$ cat config.mk
export PLATFORM = sky130hd
export DESIGN_NAME = vga_timing_flat
export DESIGN_NICKNAME = d
export VERILOG_FILES = /design/src/rtl/vga_timing_if.sv /design/src/rtl/vga_timing.sv /design/src/flat_wrapper.sv
export SDC_FILE = /design/constraint.sdc
export NUM_CORES = 1
export LEC_CHECK = 0
export BUFFER_PORTS_ARGS = -buffer_cell sky130_fd_sc_hd__buf_4
export CORE_UTILIZATION = 60
export CTS_CLUSTER_SIZE = 28
export DETAILED_ROUTE_END_ITERATION = 8
export HOLD_SLACK_MARGIN = 0.05
export PLACE_DENSITY = 0.92
export SYNTH_ARGS = -nofsm -noshare
export SYNTH_HDL_FRONTEND = slang
export SYNTH_SLANG_ARGS = --single-unit
$ cat constraint.sdc
create_clock -name clk -period 6.6 [get_ports clk]
set_input_delay 0.99 -clock clk [delete_from_list [all_inputs] [get_ports clk]]
set_output_delay 0.99 -clock clk [all_outputs]
set_load 0.05 [all_outputs]
$ cat src/rtl/vga_timing_if.sv
// rtl/vga_timing_if.sv - pixel enable and timing outputs of the VGA timing generator
interface vga_timing_if;
    logic        en;
    logic [10:0] p_x;
    logic [9:0]  p_y;
    logic        active;
    logic        blank_n;
    logic        hsync;
    logic        vsync;
    logic        line_start;
    logic        frame_start;
    logic [15:0] frame_count;

    modport master (
        input  en,
        output p_x, p_y, active, blank_n, hsync, vsync,
               line_start, frame_start, frame_count
    );

    modport slave (
        output en,
        input  p_x, p_y, active, blank_n, hsync, vsync,
               line_start, frame_start, frame_count
    );
endinterface

$ cat src/rtl/vga_timing.sv
// rtl/vga_timing.sv - VGA raster position counters with registered sync, blank and frame pulses
module vga_timing #(
    parameter int   H_ACTIVE = 800,
    parameter int   H_FP     = 56,
    parameter int   H_SYNC   = 120,
    parameter int   H_BP     = 64,
    parameter int   V_ACTIVE = 600,
    parameter int   V_FP     = 37,
    parameter int   V_SYNC   = 6,
    parameter int   V_BP     = 23,
    parameter logic SYNC_POL = 1'b1
) (
    input  logic         clk,
    input  logic         reset,
    vga_timing_if.master bus
);
    localparam int H_TOTAL = H_ACTIVE + H_FP + H_SYNC + H_BP;
    localparam int V_TOTAL = V_ACTIVE + V_FP + V_SYNC + V_BP;

    localparam logic [10:0] H_LAST = 11'(H_TOTAL - 1);
    localparam logic [10:0] H_ACT  = 11'(H_ACTIVE);
    localparam logic [10:0] HS_BEG = 11'(H_ACTIVE + H_FP);
    localparam logic [10:0] HS_END = 11'(H_ACTIVE + H_FP + H_SYNC - 1);
    localparam logic [9:0]  V_LAST = 10'(V_TOTAL - 1);
    localparam logic [9:0]  V_ACT  = 10'(V_ACTIVE);
    localparam logic [9:0]  VS_BEG = 10'(V_ACTIVE + V_FP);
    localparam logic [9:0]  VS_END = 10'(V_ACTIVE + V_FP + V_SYNC - 1);

    logic [10:0] r_px;
    logic [9:0]  r_py;
    logic        r_active;
    logic        r_hsync;
    logic        r_vsync;
    logic        r_line_start;
    logic        r_frame_start;
    logic [15:0] r_frame_count;

    logic [10:0] w_nx;
    logic [9:0]  w_ny;
    logic        w_n_active;
    logic        w_n_hsync;
    logic        w_n_vsync;
    logic        w_n_line;
    logic        w_n_frame;

    // All outputs are decoded from the next position so they land on the same edge as p_x/p_y.
    always_comb begin
        w_nx = r_px + 11'd1;
        w_ny = r_py;
        if (r_px == H_LAST) begin
            w_nx = '0;
            w_ny = (r_py == V_LAST) ? '0 : r_py + 10'd1;
        end
        w_n_active = (w_nx < H_ACT) && (w_ny < V_ACT);
        w_n_hsync  = ((w_nx >= HS_BEG) && (w_nx <= HS_END)) ? SYNC_POL : ~SYNC_POL;
        w_n_vsync  = ((w_ny >= VS_BEG) && (w_ny <= VS_END)) ? SYNC_POL : ~SYNC_POL;
        w_n_line   = (w_nx == '0);
        w_n_frame  = (w_nx == '0) && (w_ny == '0);
    end

    always_ff @(posedge clk or posedge reset) begin
        if (reset) begin
            r_px          <= H_LAST;
            r_py          <= V_LAST;
            r_active      <= 1'b0;
            r_hsync       <= ~SYNC_POL;
            r_vsync       <= ~SYNC_POL;
            r_line_start  <= 1'b0;
            r_frame_start <= 1'b0;
            r_frame_count <= '0;
        end else if (bus.en) begin
            r_px          <= w_nx;
            r_py          <= w_ny;
            r_active      <= w_n_active;
            r_hsync       <= w_n_hsync;
            r_vsync       <= w_n_vsync;
            r_line_start  <= w_n_line;
            r_frame_start <= w_n_frame;
            if (w_n_frame)
                r_frame_count <= r_frame_count + 16'd1;
        end else begin
            // Pulses are per advanced pixel, so a stalled pixel must not stretch them.
            r_line_start  <= 1'b0;
            r_frame_start <= 1'b0;
        end
    end

    assign bus.p_x         = r_px;
    assign bus.p_y         = r_py;
    assign bus.active      = r_active;
    assign bus.blank_n     = r_active;
    assign bus.hsync       = r_hsync;
    assign bus.vsync       = r_vsync;
    assign bus.line_start  = r_line_start;
    assign bus.frame_start = r_frame_start;
    assign bus.frame_count = r_frame_count;
endmodule

$ cat src/flat_wrapper.sv
// flat-port wrapper written by rule: the top's interface ports become plain ports
module vga_timing_flat 
#(
    parameter int   H_ACTIVE = 800,
    parameter int   H_FP     = 56,
    parameter int   H_SYNC   = 120,
    parameter int   H_BP     = 64,
    parameter int   V_ACTIVE = 600,
    parameter int   V_FP     = 37,
    parameter int   V_SYNC   = 6,
    parameter int   V_BP     = 23,
    parameter logic SYNC_POL = 1'b1
)
  (clk, reset, bus_en, bus_p_x, bus_p_y, bus_active, bus_blank_n, bus_hsync, bus_vsync, bus_line_start, bus_frame_start, bus_frame_count);
  vga_timing_if bus_i ();
  input  logic clk;
  input  logic reset;
  input wire logic [$bits(bus_i.en)-1:0] bus_en;
  output wire logic [$bits(bus_i.p_x)-1:0] bus_p_x;
  output wire logic [$bits(bus_i.p_y)-1:0] bus_p_y;
  output wire logic [$bits(bus_i.active)-1:0] bus_active;
  output wire logic [$bits(bus_i.blank_n)-1:0] bus_blank_n;
  output wire logic [$bits(bus_i.hsync)-1:0] bus_hsync;
  output wire logic [$bits(bus_i.vsync)-1:0] bus_vsync;
  output wire logic [$bits(bus_i.line_start)-1:0] bus_line_start;
  output wire logic [$bits(bus_i.frame_start)-1:0] bus_frame_start;
  output wire logic [$bits(bus_i.frame_count)-1:0] bus_frame_count;
  assign bus_i.en = bus_en;
  assign bus_p_x = bus_i.p_x;
  assign bus_p_y = bus_i.p_y;
  assign bus_active = bus_i.active;
  assign bus_blank_n = bus_i.blank_n;
  assign bus_hsync = bus_i.hsync;
  assign bus_vsync = bus_i.vsync;
  assign bus_line_start = bus_i.line_start;
  assign bus_frame_start = bus_i.frame_start;
  assign bus_frame_count = bus_i.frame_count;
  vga_timing #(.H_ACTIVE(H_ACTIVE), .H_FP(H_FP), .H_SYNC(H_SYNC), .H_BP(H_BP), .V_ACTIVE(V_ACTIVE), .V_FP(V_FP), .V_SYNC(V_SYNC), .V_BP(V_BP), .SYNC_POL(SYNC_POL)) u_core (.clk(clk), .reset(reset), .bus(bus_i));
endmodule
==> results.py, run 1 <==
metrics = {
    "die": {
        "core.rowCount": 24,
        "top_level_ports": 46,
        "dieHeight_um": 70.23,
        "start_util_pct": 63.27,
        "fp.dieW_um": 70.23,
        "dieArea_mm2": 0.004932,
        "fp.coreArea_mm2": 0.004414,
    },
    "synthesis": {
        "synth.most_common_cell": "dfrtp_1",
        "synth_fp_nets": 334,
        "yosys.area_share.simple_pct": 27.42,
        "synthXorXnorAreaFrac_pct": 11.60,
        "ys.flop_type": "dfrtp_1",
        "ys_top_cells_by_count": "32 x dfrtp_1, 31 x xnor2_1, 30 x nand2_1",
        "synth_top_area_cell": "dfrtp_1",
        "ys_seq_area_share_pct": 38.08,
        "synthCells": 325,
        "synth_compound_area_share_pct": 14.56,
        "synth_warnings": 0,
        "synth_seq_cells": 42,
        "synth_top_family_by_area": "simple AND/OR/NAND/NOR gates",
        "yosysUniqueCellTypes": 55,
        "synth_edf_count": 0,
        "netlist_top_cells_area": "dfrtp_1 29%, xnor2_1 9.7%, dfstp_2 9.4%",
        "async_flop_share_pct": 100.0,
        "synth.avg_cell_area_um2": 8.593,
        "synth_top_area_share_pct": 28.67,
        "synth_fa_ha_area_share_pct": 2.688,
        "muxShareOfSynthArea_pct": 0.4032,
        "netlist_area_mm2": 0.002793,
    },
    "power_and_ir_drop": {
        "p_per_area_mw_per_mm2": 227.5,
        "finalPower_uw": 726.9,
        "ir_worst_vdd_mv": 0.2320,
        "leakage_nw": 1.371,
    },
    "placement": {
        "portBuffers": 45,
        "routabilityCongestion": 0.9720,
        "post-dp-hpwl_um": 4531,
        "place_ws_ns": 2.929,
    },
    "timing": {
        "worst_pin_slew_ns": 1.061,
        "report.final.slew_viol_count": 0,
        "fmax_ghz": 0.2678,
        "final.setup.tns_ns": 0,
        "fin_skew_ns": 0.004654,
        "fin_crit_ns": 3.734,
        "setup_slack_ns": 2.866,
        "fin_crit_sh_pct": 56.58,
        "rsz0062_at_grt": "false",
        "setup_viol": 0,
        "hold_viol": 0,
        "relSlewSlack_pct": 28.89,
    },
    "cts": {
        "htree_num_levels": 2,
        "cts_tree": "yes",
        "cts-buffers-inserted": 5,
        "clkTransAtPathRegs_ns": 0.09,
        "clk_latency_ns": 0.31,
        "cts.path.max_buffers": 2,
        "ctsResizeCount": 0,
        "hold_buffers": 0,
        "clkSinkCount": 42,
        "post_cts_buffers": 0,
        "root_buffer": "clkbuf_8",
    },
    "route": {
        "drtAntennaViolNets": 0,
        "wl_per_cell_um": 15.89,
        "drt_wl_total_um": 6501,
        "drc": 0,
        "via_per_inst": 6.352,
        "first_pass_iters": 5,
        "drtIter0Drc": 261,
        "num_vias": 2598,
    },
    "global_route": {
        "grt-ovfl-total": 0,
        "grt.total_usage_pct": 28.15,
        "grt_max_degree": 43,
        "grt_pass1_vias": 2378,
        "grt_first_pass_wirelength_um": 11100,
        "antenna_found_initial": 0,
    },
    "setup_path": {
        "critPathCaptureType": "flop",
        "required_ns": 6.80,
        "cp_max_fo": 19,
        "crit_path_start_kind": "flop",
        "critPathArrivalTime_ns": 3.93,
        "critical_path_class": "flop to flop",
    },
    "flow_run": {
        "drv_cap": 0,
    },
    "worst_hold_path": {
        "hold_path.class": "flop to flop",
    },
    "final_layout": {
        "final_util_pct": 72.39,
        "final_layout_size_suffix_gt1_share_pct": 20.45,
        "nets": 365,
        "antenna_cells": 0,
        "area_delta_synth_final_pct": 14.43,
    },
    "run_status": {
        "outcome": "complete, no violations",
    },
}
## logic make-up after synthesis
family	Yosys count
muxes	1
DFF	42
xor gates and xnor gates	37
AOI/OAI and AO/OA	63
adders and majority gates	6
buffers and inverters	34
and+or+nand+nor	142
## critical path: stages, from the launching register on
cell	delay (ns)
dfstp_2	0.62
ha_1	0.43
nand3_1	0.18
nor3_2	0.89
nand3_1	0.16
a22o_1	0.35
nor3_4	0.57
nand4_1	0.25
xnor2_1	0.18
## metal layers
metal  wire length, µm  global-route usage [%]
met3               378                   4.618
met4               144                   10.67
met2              3225                   47.20
met1              2754                   36.39
met5                 0                       0
## cells in the final DEF, fill, tap and decap left out, types with 3 or more instances in the layout
cell       n
buf_4     46
dfrtp_1   32
xnor2_1   31
nand2_1   30
nand3_1   25
nor2_1    22
o21ai_0   20
and3_1    16
inv_1     12
nand4_1   12
nor3_1    11
a21oi_1   11
dfstp_2   10
xor2_1     6
a31oi_1    6
ha_1       6
o22ai_1    5
clkbuf_8   5
and2_1     4
o31ai_1    3
## metrics by stage
stage,area [µm²],hold slack (ns),std cells
2_1_floorplan,2793,0.6015,325
6_report,3196,0.4821,409
4_1_cts,3196,0.4851,409
3_3_place_gp,3102,0.4612,401
5_1_grt,3196,0.5037,409
3_5_place_dp,3102,0.4705,401
## power by group
group / switching [mW] / internal [mW]
logic: 0.134 / 0.0779
clock network: 0.101 / 0.0764
registers: 0.0552 / 0.283
## registers in the layout (all words and copies together) (netlist names)
| signal | cells |
|---|---|
| u_core.bus.active | 1 |
| u_core.bus.line_start | 1 |
| u_core.bus.frame_start | 1 |
| u_core.bus.frame_count | 16 |
| u_core.bus.hsync | 1 |
| u_core.bus.vsync | 1 |
| u_core.bus.p_x | 11 |
| u_core.bus.p_y | 10 |
## cell type report
class / count / area, µm²
Sequential cell: 42 / 1064
Fill cell: 346 / 1219
Inverter: 12 / 45.04
Timing Repair Buffer: 46 / 345.3
Clock buffer: 5 / 68.82
Multi-Input combinational cell: 249 / 1583
Clock inverter: 3 / 25.02
Tap cell: 52 / 65.06
## worst paths after layout
| check | startpoint | end | slack (ns) | depth (start not counted) |
|---|---|---|---|---|
| setup reg to reg | u_core.bus.p_x[0] | u_core.bus.frame_count[10] | 2.87 | 8 |
| hold / removal | u_core.bus.frame_count[15] | u_core.bus.frame_count[15] | 0.48 | 1 |
| max in group asynchronous | reset | u_core.bus.p_y[4] | 5.42 | 3 |
| min in group asynchronous | reset | u_core.bus.p_x[5] | 0.81 | 3 |
| hold reg to reg | u_core.bus.frame_count[15] | u_core.bus.frame_count[15] | 0.48 | 1 |
| setup / recovery | u_core.bus.p_x[0] | u_core.bus.frame_count[10] | 2.87 | 8 |
Power figures use the tool's default switching activity.
==> run 2: changes to the inputs <==
Settings changed: CORE_UTILIZATION 60 to 57, PLACE_DENSITY 0.92 to 0.89.
Clock period 6.6 ns to 3.83 ns, I/O delays scaled along.
==> results.py, run 2 (synthesis results as in run 1) <==
metrics = {
    "final_layout": {
        "antenna_cells": 0,
        "nets": 372,
        "area_delta_synth_final_pct": 16.98,
        "layout_common_cells": "53 x buf_4, 32 x dfrtp_1, 31 x xnor2_1, 30 x nand2_1, 25 x nand3_1",
        "n_fill_cell": 399,
        "finalNonFillerCells": 431,
        "layout.area.seq_mm2": 0.001064,
        "multi_input_area_mm2": 0.001583,
        "final_util_pct": 69.17,
        "largest_reg_flops": 16,
        "final_layout_size_suffix_gt1_share_pct": 21.98,
        "final_common_cell": "buf_4",
    },
    "worst_hold_path": {
        "hold_path.class": "flop to flop",
    },
    "die": {
        "core.rowCount": 25,
        "top_level_ports": 46,
        "fp.dieW_um": 72.00,
        "start_util_pct": 59.13,
        "dieHeight_um": 72.00,
        "fp.coreArea_mm2": 0.004723,
        "dieArea_mm2": 0.005183,
    },
    "timing": {
        "fin_crit_sh_pct": 90.15,
        "final.setup.tns_ns": 0,
        "fin_crit_ns": 3.453,
        "report.final.slew_viol_count": 0,
        "fin_skew_ns": 0.007447,
        "fmax_ghz": 0.2896,
        "worst_pin_slew_ns": 1.146,
        "hold_viol": 0,
        "relSlewSlack_pct": 23.50,
        "rsz0062_at_grt": "false",
        "hold-worst-slack_ns": 0.4812,
        "setup_viol": 0,
    },
    "cts": {
        "root_buffer": "clkbuf_8",
        "hold_buffers": 0,
        "clkTransAtPathRegs_ns": 0.09,
        "ctsResizeCount": 0,
        "clkSinkCount": 42,
        "clk_latency_ns": 0.31,
        "cts-buffers-inserted": 5,
        "cts.path.max_buffers": 2,
        "htree_num_levels": 2,
        "cts_tree": "yes",
        "post_cts_buffers": 0,
    },
    "placement": {
        "post-dp-hpwl_um": 4700,
        "place_inst": 423,
        "portBuffers": 45,
        "routabilityCongestion": 0.9772,
    },
    "setup_path": {
        "reg2reg_slack_ns": 0.38,
        "crit_path_start_kind": "flop",
        "crit_chain": "ha_1, nor4b_1, nand3_1, a32oi_1, a21oi_1, or3_4, nor3_4, buf_4, nand4_1, xnor2_1",
        "critPathCaptureType": "flop",
        "crit_end": "u_core.bus.frame_count[10]",
        "cp_max_fo": 12,
        "cp_slowest_cell": "dfstp_2",
        "critPathLaunch": "u_core.bus.p_y[0]",
        "r2r-start": "u_core.bus.p_y[0]",
        "r2r_end": "u_core.bus.frame_count[10]",
        "required_ns": 4.03,
        "cp_slowest_stage_delay_ns": 0.64,
        "reg2reg_depth": 10,
        "critPathArrivalTime_ns": 3.65,
        "critical_path_class": "flop to flop",
    },
    "power_and_ir_drop": {
        "p_clk_share_pct": 24.3,
        "intPower_uw": 763.3,
        "pwr-share-comb_pct": 30.9,
        "ir_worst_vdd_mv": 0.3736,
        "p_seq_share_pct": 44.9,
        "finalPower_mw": 1.260,
        "switching_power_uw": 496.3,
        "p_per_area_mw_per_mm2": 385.5,
        "p_sw_share_pct": 39.40,
        "leakage_nw": 1.406,
    },
    "route": {
        "via_per_inst": 6.028,
        "met3_length_um": 448,
        "drt_wl_total_um": 6647,
        "highest_layer": "met4",
        "drtAntennaViolNets": 0,
        "num_vias": 2598,
        "drc": 0,
        "drt-met1-wl_um": 2751,
        "first_pass_iters": 5,
        "drtIter0Drc": 205,
        "routed-wl-met2_um": 3285,
        "wl_per_cell_um": 15.42,
    },
    "global_route": {
        "grt_pass1_vias": 2400,
        "grt_max_degree": 31,
        "grt_first_pass_wirelength_um": 11240,
        "grt.total_usage_pct": 27.77,
        "grt-ovfl-total": 0,
        "antenna_found_initial": 0,
    },
    "run_status": {
        "outcome": "complete, no violations",
    },
    "flow_run": {
        "drv_cap": 0,
    },
}
run 2: power by group through the flow:
stage | combinational, mW | sequential (mW) | clock, mW
after floorplan | 0.217 | 0.637 | 0
after global placement | 0.381 | 0.570 | 0
after detailed placement | 0.388 | 0.571 | 0
after CTS | 0.389 | 0.563 | 0.313
after global routing | 0.420 | 0.577 | 0.328
final | 0.389 | 0.565 | 0.306
run 2: per-stage QoR:
stage          area, µm²  worst slack, ns
3_3_place_gp        3173           0.6754
4_1_cts             3267           0.4368
2_1_floorplan       2793           0.6382
6_report            3267           0.3773
5_1_grt             3267           0.1870
3_5_place_dp        3173           0.5654
run 2: worst min path at each step:
stage	start	end	slack [ns]	cells past startpoint
after floorplan	u_core.bus.p_x[10]	u_core.bus.p_x[10]	0.60	2
after global placement	u_core.bus.frame_count[15]	u_core.bus.frame_count[15]	0.46	1
after detailed placement	u_core.bus.frame_count[15]	u_core.bus.frame_count[15]	0.48	1
after CTS	u_core.bus.frame_count[15]	u_core.bus.frame_count[15]	0.49	1
after global routing	u_core.bus.frame_count[15]	u_core.bus.frame_count[15]	0.50	1
final	u_core.bus.frame_count[15]	u_core.bus.frame_count[15]	0.48	1
run 2: area by class of cell:
type | instances | area share (%)
multi-input combinational | 249 | 48.45
clock inverter | 3 | 0.7660
tap | 67 | 2.566
clock buffer | 5 | 2.106
sequential | 42 | 32.55
inverter | 12 | 1.379
timing repair buffer | 53 | 12.18
run 2: per-layer routing:
layer	vias to the layer above	track usage (%)
met5	-	0
met4	0	12.85
met3	18	5.972
met2	120	44.34
met1	1226	36.31
li1	1234	-
run 2: worst max-delay path, delay by kind of cell (launching register included):
kind                       cells  cell delay [ns]
buffers and inverters          1             0.23
DFF                            1             0.64
xor gates and xnor gates       1             0.17
adders and majority gates      1             0.19
and+or+nand+nor                5             1.72
AOI/OAI and AO/OA              2             0.40
==> run 3: changes to the inputs <==
Settings changed: CELL_PAD_IN_SITES_DETAIL_PLACEMENT set to 0, CELL_PAD_IN_SITES_GLOBAL_PLACEMENT set to 1, CORE_UTILIZATION 57 to 42, PLACE_DENSITY 0.89 to 0.87.
==> results.py, run 3 (synthesis results as in run 1) <==
metrics = {
    "timing": {
        "rsz0062_at_grt": "false",
        "final.setup.tns_ns": 0,
        "setup_viol": 0,
        "fin_crit_sh_pct": 81.34,
        "fin_skew_ns": 0.009588,
        "hold-worst-slack_ns": 0.4744,
        "worst_pin_slew_ns": 0.9634,
        "hold_viol": 0,
        "report.final.slew_viol_count": 0,
        "fmax_ghz": 0.3210,
        "fin_crit_ns": 3.115,
        "relSlewSlack_pct": 35.70,
    },
    "cts": {
        "clk_latency_ns": 0.30,
        "post_cts_buffers": 0,
        "hold_buffers": 0,
        "cts.path.max_buffers": 2,
        "clkTransAtPathRegs_ns": 0.09,
        "root_buffer": "clkbuf_8",
        "clkSinkCount": 42,
        "cts-buffers-inserted": 5,
        "ctsResizeCount": 0,
        "cts_tree": "yes",
        "htree_num_levels": 2,
    },
    "route": {
        "drtIter0Drc": 156,
        "drc": 0,
        "wl_per_cell_um": 14.74,
        "via_per_inst": 5.707,
        "num_vias": 2517,
        "drtAntennaViolNets": 0,
        "drt_wl_total_um": 6500,
        "first_pass_iters": 4,
    },
    "final_layout": {
        "postLayoutCellArea_mm2": 0.003298,
        "final_layout_size_suffix_gt1_share_pct": 21.98,
        "antenna_cells": 0,
        "layout_common_cells": "53 x buf_4, 32 x dfrtp_1, 31 x xnor2_1, 30 x nand2_1, 25 x nand3_1",
        "area_delta_synth_final_pct": 18.10,
        "nets": 372,
        "largest_reg_flops": 16,
        "final_common_cell": "buf_4",
    },
    "placement": {
        "portBuffers": 45,
        "post-dp-hpwl_um": 4720,
        "dpl_cell_area_mm2": 0.003186,
        "routabilityCongestion": 0.9254,
    },
    "setup_path": {
        "critPathArrivalTime_ns": 3.31,
        "r2r-start": "u_core.bus.p_x[10]",
        "critPathCaptureType": "flop",
        "required_ns": 4.03,
        "reg2reg_depth": 8,
        "critical_path_class": "flop to flop",
        "cp_max_fo": 17,
        "r2r_end": "u_core.bus.frame_count[1]",
        "crit_path_start_kind": "flop",
        "reg2reg_slack_ns": 0.71,
    },
    "global_route": {
        "grt.total_usage_pct": 18.96,
        "antenna_found_initial": 0,
        "grt_max_degree": 26,
        "grt_first_pass_wirelength_um": 10850,
        "grt_pass1_vias": 2277,
        "grt-ovfl-total": 0,
    },
    "power_and_ir_drop": {
        "finalPower_mw": 1.315,
        "leakage_nw": 1.420,
        "ir_worst_vdd_mv": 0.3236,
        "p_per_area_mw_per_mm2": 398.8,
    },
    "die": {
        "dieArea_mm2": 0.006979,
        "start_util_pct": 43.73,
        "core.rowCount": 29,
        "top_level_ports": 46,
        "fp.coreArea_mm2": 0.006386,
        "dieHeight_um": 83.54,
        "fp.dieW_um": 83.54,
    },
    "worst_hold_path": {
        "min_from": "u_core.bus.frame_count[15]",
        "worstHoldEndpoint": "u_core.bus.frame_count[15]",
        "hold_path.class": "flop to flop",
        "min_delay_path_depth": 1,
    },
    "run_status": {
        "outcome": "complete, no violations",
    },
    "flow_run": {
        "drv_cap": 0,
    },
}
## run 3: layout make-up
cell class,count,area (µm²)
Timing Repair Buffer,53,397.9
Inverter,12,45.04
Clock inverter,3,43.79
Tap cell,77,96.34
Multi-Input combinational cell,249,1583
Sequential cell,42,1064
Clock buffer,5,68.82
Fill cell,609,3088
## run 3: metal layers
layer / vias to the layer above / part of all wire, % / track usage [%]
li1: 1238 / - / -
met1: 1202 / 47 / 26.02
met2: 67 / 47 / 30.40
met3: 10 / 4.5 / 2.671
met4: 0 / 1.9 / 7.242
met5: - / 0 / 0
## run 3: worst max-delay path by stage
stage	from	endpoint	slack [ns]
global placement	u_core.bus.p_x[10]	u_core.bus.frame_count[1]	0.79
floorplan	u_core.bus.p_y[1]	u_core.bus.frame_count[13]	0.64
finish	u_core.bus.p_x[10]	u_core.bus.frame_count[1]	0.71
global route	u_core.bus.p_y[0]	u_core.bus.frame_count[7]	0.57
CTS	u_core.bus.p_x[10]	u_core.bus.frame_count[1]	0.72
detailed placement	u_core.bus.p_x[10]	u_core.bus.frame_count[1]	0.73
## run 3: metrics by stage
stage,util [%],setup slack (ns),std cells
after CTS,51.65,0.7218,441
after global placement,49.88,0.7884,433
after floorplan,-,0.6382,325
final,51.65,0.7147,441
after detailed placement,49.88,0.7324,433
after global routing,51.65,0.5711,441
## run 3: power by group
group / switching, mW / leakage, nW / internal (mW) / total, mW
Combinational: 0.241 / 0.824 / 0.143 / 0.384
Sequential: 0.0830 / 0.537 / 0.488 / 0.571
Clock: 0.165 / 0.0585 / 0.196 / 0.360
## run 3: worst max-delay path, cell delays in order, from the launching register on
cell and delay, ns:
dfstp_2 0.60, or4b_4 0.49, or3_4 0.46, nor2_1 0.26, o211ai_1 0.13, or3_4 0.34, nor3_4 0.15, buf_4 0.23
mux2_2 0.35
